File: src/rtl/mm_pkg.sv
// Shared definitions for the matrix-multiplier output path: drain FSM states,
// index-width helpers and the default compute latency.
package mm_pkg;

   typedef enum logic [1:0] {
      IDLE,
      WAIT,
      DRAIN
   } drain_state_t;

   // Width of an index into n items; a single item still needs one bit.
   function automatic int unsigned idx_width(input int unsigned n);
      return (n > 1) ? $clog2(n) : 1;
   endfunction

   // Cycles from start until the PE network presents a valid result bus.
   function automatic int unsigned default_lat(input int unsigned l2,
                                               input int unsigned x,
                                               input int unsigned y);
      return l2 + x + y + 1;
   endfunction

endpackage

File: src/rtl/drain_index_counter.sv
// Row-major (row, col) walker over an X-by-Y result grid, with synchronous
// clear and a flag marking the final element.
module drain_index_counter
   import mm_pkg::*;
#(
   parameter int unsigned X = 4,
   parameter int unsigned Y = 25
) (
   input  logic                    clk,
   input  logic                    rst,
   input  logic                    clear,
   input  logic                    advance,
   output logic [idx_width(X)-1:0] row,
   output logic [idx_width(Y)-1:0] col,
   output logic                    last
);

   localparam int unsigned RW = idx_width(X);
   localparam int unsigned CW = idx_width(Y);

   logic row_end;
   logic col_end;

   assign row_end = (row == RW'(X - 1));
   assign col_end = (col == CW'(Y - 1));
   assign last    = row_end && col_end;

   always_ff @(posedge clk or negedge rst) begin
      if (!rst) begin
         row <= '0;
         col <= '0;
      end else if (clear) begin
         row <= '0;
         col <= '0;
      end else if (advance) begin
         if (col_end) begin
            col <= '0;
            row <= row_end ? '0 : row + 1'b1;
         end else begin
            col <= col + 1'b1;
         end
      end
   end

endmodule

File: src/rtl/result_drain.sv
// Output end of the systolic multiplier: waits out the compute latency,
// snapshots the result bus and streams it row-major over valid/ready.
module result_drain
   import mm_pkg::*;
#(
   parameter int unsigned N   = 4,
   parameter int unsigned M   = 11,
   parameter int unsigned X   = 4,
   parameter int unsigned Y   = 25,
   parameter int unsigned L2  = 9,
   parameter int unsigned LAT = default_lat(L2, X, Y)
) (
   input  logic                    clk,
   input  logic                    rst,
   input  logic                    start,
   input  logic [X*Y*M-1:0]        data_in,
   output logic                    out_valid,
   input  logic                    out_ready,
   output logic [M-1:0]            out_data,
   output logic [idx_width(X)-1:0] out_row,
   output logic [idx_width(Y)-1:0] out_col,
   output logic                    out_last,
   output logic                    busy
);

   localparam int unsigned LW = idx_width(LAT);
   localparam int unsigned FW = idx_width(X * Y);

   // N only keeps the parameter set identical to the loaders that feed the array.
   if (N == 0) begin : g_n_compat
   end

   drain_state_t      state;
   logic [LW-1:0]     lat_cnt;
   logic [X*Y*M-1:0]  snapshot;
   logic [M-1:0]      words [X*Y];
   logic [FW-1:0]     flat;
   logic              idx_clear;
   logic              idx_advance;
   logic              idx_last;

   assign idx_clear   = (state == WAIT) && (lat_cnt == '0);
   assign idx_advance = out_valid && out_ready;

   drain_index_counter #(
      .X (X),
      .Y (Y)
   ) u_index (
      .clk     (clk),
      .rst     (rst),
      .clear   (idx_clear),
      .advance (idx_advance),
      .row     (out_row),
      .col     (out_col),
      .last    (idx_last)
   );

   always_ff @(posedge clk or negedge rst) begin
      if (!rst) begin
         state     <= IDLE;
         lat_cnt   <= '0;
         snapshot  <= '0;
         out_valid <= 1'b0;
         busy      <= 1'b0;
      end else begin
         case (state)
            IDLE: begin
               if (start) begin
                  state   <= WAIT;
                  lat_cnt <= LW'(LAT - 1);
                  busy    <= 1'b1;
               end
            end
            WAIT: begin
               if (lat_cnt == '0) begin
                  snapshot  <= data_in;
                  state     <= DRAIN;
                  out_valid <= 1'b1;
               end else begin
                  lat_cnt <= lat_cnt - 1'b1;
               end
            end
            DRAIN: begin
               if (out_ready && idx_last) begin
                  state     <= IDLE;
                  out_valid <= 1'b0;
                  busy      <= 1'b0;
               end
            end
            default: begin
               state     <= IDLE;
               out_valid <= 1'b0;
               busy      <= 1'b0;
            end
         endcase
      end
   end

   for (genvar k = 0; k < X * Y; k++) begin : g_words
      assign words[k] = snapshot[k*M +: M];
   end

   assign flat     = FW'(out_row) * FW'(Y) + FW'(out_col);
   assign out_data = words[flat];
   // Indices rest at (0,0) when idle, which is the last element when X=Y=1.
   assign out_last = out_valid && idx_last;

endmodule

File: config.mk
export PLATFORM = sky130hd
export DESIGN_NAME = result_drain
export DESIGN_NICKNAME = d
export VERILOG_FILES = /design/src/rtl/mm_pkg.sv /design/src/rtl/drain_index_counter.sv /design/src/rtl/result_drain.sv
export SDC_FILE = /design/constraint.sdc
export NUM_CORES = 2
export LEC_CHECK = 0
export CAP_MARGIN = 5
export CORE_AREA = 2 2 444 446
export DETAILED_ROUTE_END_ITERATION = 6
export DIE_AREA = 0 0 446 448
export PLACE_DENSITY_LB_ADDON = 0.12
export RECOVER_POWER = 25
export SLEW_MARGIN = 20
export SYNTH_ARGS = -nofsm -noshare
export SYNTH_HDL_FRONTEND = slang
export SYNTH_SLANG_ARGS = --single-unit
File: constraint.sdc
create_clock -name clk -period 4.7 [get_ports clk]
set_clock_uncertainty 0.1 [all_clocks]
set_input_delay 1.175 -clock clk [delete_from_list [all_inputs] [get_ports clk]]
set_output_delay 1.175 -clock clk [all_outputs]
set_load 0.01 [all_outputs]
Word-level counts from Yosys, hierarchy flattened
Index checks and enable logic that the tools add are counted.

operators by class
  bitwise operators = 3
  mux-type cells = 22
  multiply operators = 1
  add/subtract/negate cells = 4
  magnitude comparators = 1
  reductions and logical operators = 16
  equality and inequality tests = 8

operator list
  operator                                                            count
  11-bit binary-select mux with 7-bit select                          1
  11-bit two-way mux                                                  2
  5-bit two-way mux                                                   3
  2-bit two-way mux                                                   7
  6-bit two-way mux                                                   2
  6-bit case mux with 2 select lines                                  1
  3-bit AND reduction                                                 4
  8-bit greater-or-equal comparator, second input constant            1
  7-bit inverter with 8-bit output                                    1
  7-bit by 5-bit adder with 7-bit output                              1
  2-bit by 5-bit multiplier with 7-bit output, second input constant  1
  6-bit zero test                                                     1
  2-bit != test, second input constant                                3
  1-bit case mux with 3 select lines                                  2
  2-bit case mux with 3 select lines                                  1
  2-bit nonzero test                                                  3
  6-bit by 1-bit subtractor with 6-bit output, second input constant  1
  5-bit by 1-bit adder with 5-bit output, second input constant       1
  5-bit == test, second input constant                                1
  1-bit logical AND                                                   5
  2-bit == test, second input constant                                2
  2-bit AND reduction                                                 2
  1-bit two-way mux                                                   3
  2-bit by 1-bit adder with 2-bit output, second input constant       1
  4 further kinds                                                     5

word-level totals
  bits in registers = 1117
  input port bits = 1104
  word-level logic and storage cells = 62
  output and inout bits = 21

Depth between registers and ports, before layout
  depth after elaboration = 6
  mapped depth = 11

Modules after synthesis
Synthesis repeated with hierarchy kept, for this count alone.

unflattened totals
  cell total of the unflattened synthesis = 5442
  area, all modules = 51356.8 sq um

by module, submodules not included
  module               area an instance (sq um)  cells an instance  times used
  result_drain         50942.6                   5398               1
  drain_index_counter  414.1                     44                 1

Least setup slack after synthesis
Ideal clock, no wire load.

  path kind = reg-to-output
  from = reg u_index.row[1]
  to = out out_data[0]
  path slack = 0.509 ns
  cell stages (with the launch flop) = 12
  arrival time = 2.916 ns
  buffers on the path = 3
  cells stage by stage = dfrtp_1 > ha_1 > ha_1 > fa_1 > buf_4 > buf_4 > buf_2 > mux4_2 > mux2i_1 > nor2_1 > o32ai_1 > a32oi_1

between the ends
  cells in the longest elaborated chain, start to end = 6

RTL lines
  item                                                    line                       source
  from (decl)                                             drain_index_counter.sv:13  output logic [idx_width(X)-1:0] row,
  from (signal assigned)                                  drain_index_counter.sv:38  row <= row_end ? '0 : row + 1'b1;
  2-bit by 5-bit multiplier with 7-bit output             result_drain.sv:103        assign flat = FW'(out_row) * FW'(Y) + FW'(out_col);
  7-bit by 5-bit adder with 7-bit output                  result_drain.sv:103
  7-bit inverter with 8-bit output (not written as such)  result_drain.sv:104        assign out_data = words[flat];
  11-bit binary-select mux with 7-bit select              result_drain.sv:104
  11-bit two-way mux (not written as such) (2 in series)  result_drain.sv:104
  to (decl)                                               result_drain.sv:19         output logic [M-1:0] out_data,

No other way between the ends. The select of a mux whose other input is x is not followed.

Worst setup path in the final report
  from = reg u_index.col[1]
  to = out out_data[1]

between the ends
  cells in the longest elaborated chain, start to end = 5

RTL lines
  item                                                    line                       source
  from (decl)                                             drain_index_counter.sv:14  output logic [idx_width(Y)-1:0] col,
  from (signal assigned)                                  drain_index_counter.sv:40  col <= col + 1'b1;
  7-bit by 5-bit adder with 7-bit output                  result_drain.sv:103
  7-bit inverter with 8-bit output (not written as such)  result_drain.sv:104
  11-bit binary-select mux with 7-bit select              result_drain.sv:104
  11-bit two-way mux (not written as such) (2 in series)  result_drain.sv:104

No other way between the ends. The select of a mux whose other input is x is not followed.

==> results.txt <==
Endpoints failing setup -> 238
Maximum number of pins on one net before global-route repair -> 145
Post-route cell area -> 73000 um2
Footprint of the multi-input gates -> 22700 um2
Min-delay worst type -> reg -> reg
CP Buf/Inv Count -> 6
Antenna-violating nets left -> 0
Worst EP arrival -> 4.47 ns
Overall routing resource usage -> 23.4%
Most frequent cells in the layout -> 3354 x nand2_1, 1117 x dfrtp_1, 1112 x clkdlybuf4s50_1
First-pass GRT wire length -> 335 mm
CTS tree -> yes
Clock-pin slew on the worst setup and hold paths -> 0.05 ns
Layout net count -> 7905
Clock root cell -> clkbuf_16
Cell-by-cell trace of the critical path -> ha_4, ha_4, fa_4, buf_12, buf_12, buf_4, mux2_2, o22ai_4, a2111oi_1, buf_4, o32ai_4, buf_6, a32oi_1, buf_4
Total length of routed wires -> 238 mm
Final Worst Setup Slack -> -1.04 ns
Fmax -> 174 MHz
DRT iter0 DRCs -> 3465
DP HPWL -> 185 mm
Fill cells -> 19800
Synth area leader -> dfrtp_1
Tot Pwr -> 52.1 mW
Non-filler instance count after layout -> 9452
Hold depth -> 2
CTS buffer count -> 137
Unrepaired setup endpoints after global routing -> true
Core Box Area -> 195000 um2
CP Capture Type -> output port
Chip width -> 446 um
Worst path slowest cell -> fa_4
# H-tree levels -> 4
Area growth, synth to finish -> 41.6%
Placed Area -> 67300 um2
Gr ovfl total -> 0
Die height -> 448 um
Placer Congestion -> 0.885
Initial Utilization -> 26.5%
Synth Warn # -> 0
Ports -> 1125
Maximum root-to-sink buffer count -> 3
Power per Cell Area -> 714 nW/um2
Share of layout cells above drive strength 1 -> 13.2%
Most used cell, CP -> buf_4
Top delay family on crit path -> adder cells
Post-synth EDFFs -> 0
Std cell rows -> 162
Drt wl/cell -> 25.1 um
Number of antenna violations at the first check in global routing -> 36
Commonest non-fill, non-tap cell in the layout -> nand2_1
Crit path time final -> 5.74 ns
Crit-path max FO -> 10
Register area -> 28000 um2
WP depth -> 14
Synth top area share -> 54.2%
Top FF cell, synth -> dfrtp_1
Worst EP required -> 3.42 ns
Final Hold Viols -> 0
Type of origin of the critical path -> flop
Run status -> complete, but fails checks
Crit path kind -> reg -> out
Leak -> 32.0 nW
Sequential cell area fraction in the yosys report -> 54.2%
# clock sinks -> 1117
Clk_lat worst skew -> 0.80 ns
Reg2Reg Depth -> 7
IO Port Bufs -> 1124
Drt drc -> 0
Final Slew Violations -> 52
Max Cap Viol -> 1
Post-Syn Area -> 51500 um2
Vias per inst -> 4.66
Placed cells -> 9175
Yosys cell types -> 56
Hold buffer count at cts -> 0
Slew Limit Headroom -> -169%
Tcrit/Tclk final -> 122%
Total negative slack -> -46.02 ns
Worst-Margin Slew -> 4.03 ns
CP max stage delay -> 0.81 ns
Syn Inst Count -> 5571
Worst vdd ir -> 380 uV
Mapped Nets -> 6689
Die area -> 200000 um2
Worst hold slack -> 0.366 ns
Average cell area after synthesis -> 9.25 um2
TritonRoute pass-1 iters -> 5
Asr flop ratio synth -> 100%
Register bit total from synthesis -> 1117
Vias -> 44000
Synth top area cells -> dfrtp_1 54%, nand2_1 24%, mux4_2 10%
Violated checks -> max-capacitance violations, max-slew violations, negative setup slack
Vias in the first global route -> 46100
[per-stage QoR]
step	setup WS [ns]	utilization, %
6_report	-1.04	37.5
2_1_floorplan	0.509	-
4_1_cts	-1.13	37.4
3_5_place_dp	-1.13	34.6
3_3_place_gp	-1.54	34.6
5_1_grt	-1.16	37.5
[per-layer routing]
| layer | global-route usage, % | share of wire (%) |
|---|---|---|
| met4 | 9.26 | 3.9 |
| met1 | 28.6 | 40 |
| met2 | 40.9 | 51 |
| met5 | 0 | 0.053 |
| met3 | 4.04 | 5.0 |
[synth_stat cells (3+ instances only)]
| cell type | n |
|---|---|
| mux2_1 | 16 |
| o311ai_1 | 5 |
| nor3_1 | 4 |
| o21ai_0 | 16 |
| o32ai_1 | 38 |
| nand2b_1 | 4 |
| dfrtp_1 | 1117 |
| nor2_1 | 33 |
| inv_1 | 6 |
| nor2b_1 | 26 |
| a32oi_1 | 11 |
| buf_8 | 3 |
| a31oi_1 | 6 |
| a211oi_1 | 11 |
| mux2i_1 | 112 |
| a21oi_1 | 65 |
| mux2_2 | 41 |
| xnor2_1 | 4 |
| buf_4 | 34 |
| mux4_2 | 230 |
| buf_2 | 127 |
| a2111oi_0 | 22 |
| buf_6 | 12 |
| o22ai_1 | 36 |
| and3_1 | 5 |
| buf_1 | 9 |
| or2_2 | 3 |
| clkbuf_1 | 173 |
| ha_1 | 12 |
| nand2_1 | 3355 |
[logic make-up after synthesis]
family	count (synthesis)	share of synthesized area, %
flops	1117	54.2
buf+inv	366	3.46
compound gates	222	2.92
fa+ha+maj	14	0.369
mux	399	13.5
simple gates	3446	25.4
xor+xnor	7	0.134
[report_power, final]
group	total, mW	internal (mW)	switching, mW
Combinational	23.6	11.2	12.4
Sequential	17.5	14.5	3.09
Clock	10.9	6.35	4.57
Total	52.1	32.0	20.1
[registers in the layout, indices dropped and copies added (netlist names)]
| signal | count |
|---|---|
| busy | 1 |
| u_index.row | 2 |
| state | 2 |
| snapshot | 1100 |
| lat_cnt | 6 |
| u_index.col | 5 |
| out_valid | 1 |
[path summary, 6_finish.rpt]
path                                 from              to  slack [ns]
max                        u_index.col[1]     out_data[1]       -1.04
min                          snapshot[20]    snapshot[20]        0.37
max reg2reg                    lat_cnt[0]   snapshot[272]        1.98
min reg2reg                  snapshot[20]    snapshot[20]        0.37
max in group asynchronous             rst  snapshot[1074]       -0.28
min in group asynchronous             rst   snapshot[485]        1.61
[area by class of cell]
cell class                      count  area share (%)
Multi-Input combinational cell   4088            31.1
Tap cell                         2542            4.36
Antenna cell                       16          0.0549
Timing Repair Buffer             1435            19.8
Clock buffer                      199            5.40
Clock inverter                     47           0.914
Sequential cell                  1117            38.3
Inverter                            8          0.0429
[worst reg2reg max path: cells and delay by family (launching register included)]
kind / cells / cell delay (ns)
flip-flops: 1 / 0.38
buffers and inverters: 2 / 0.56
adder cells (fa/ha/maj): 1 / 0.17
AND/OR/NAND/NOR: 4 / 1.45
[timing repair]
action	in CTS	in global routing
resized for setup	130	50
endpoints found under the setup margin	11	11
buffers inserted	12	2
cloned	1	2
pin swaps	14	11
Power figures use the tool's default switching activity.
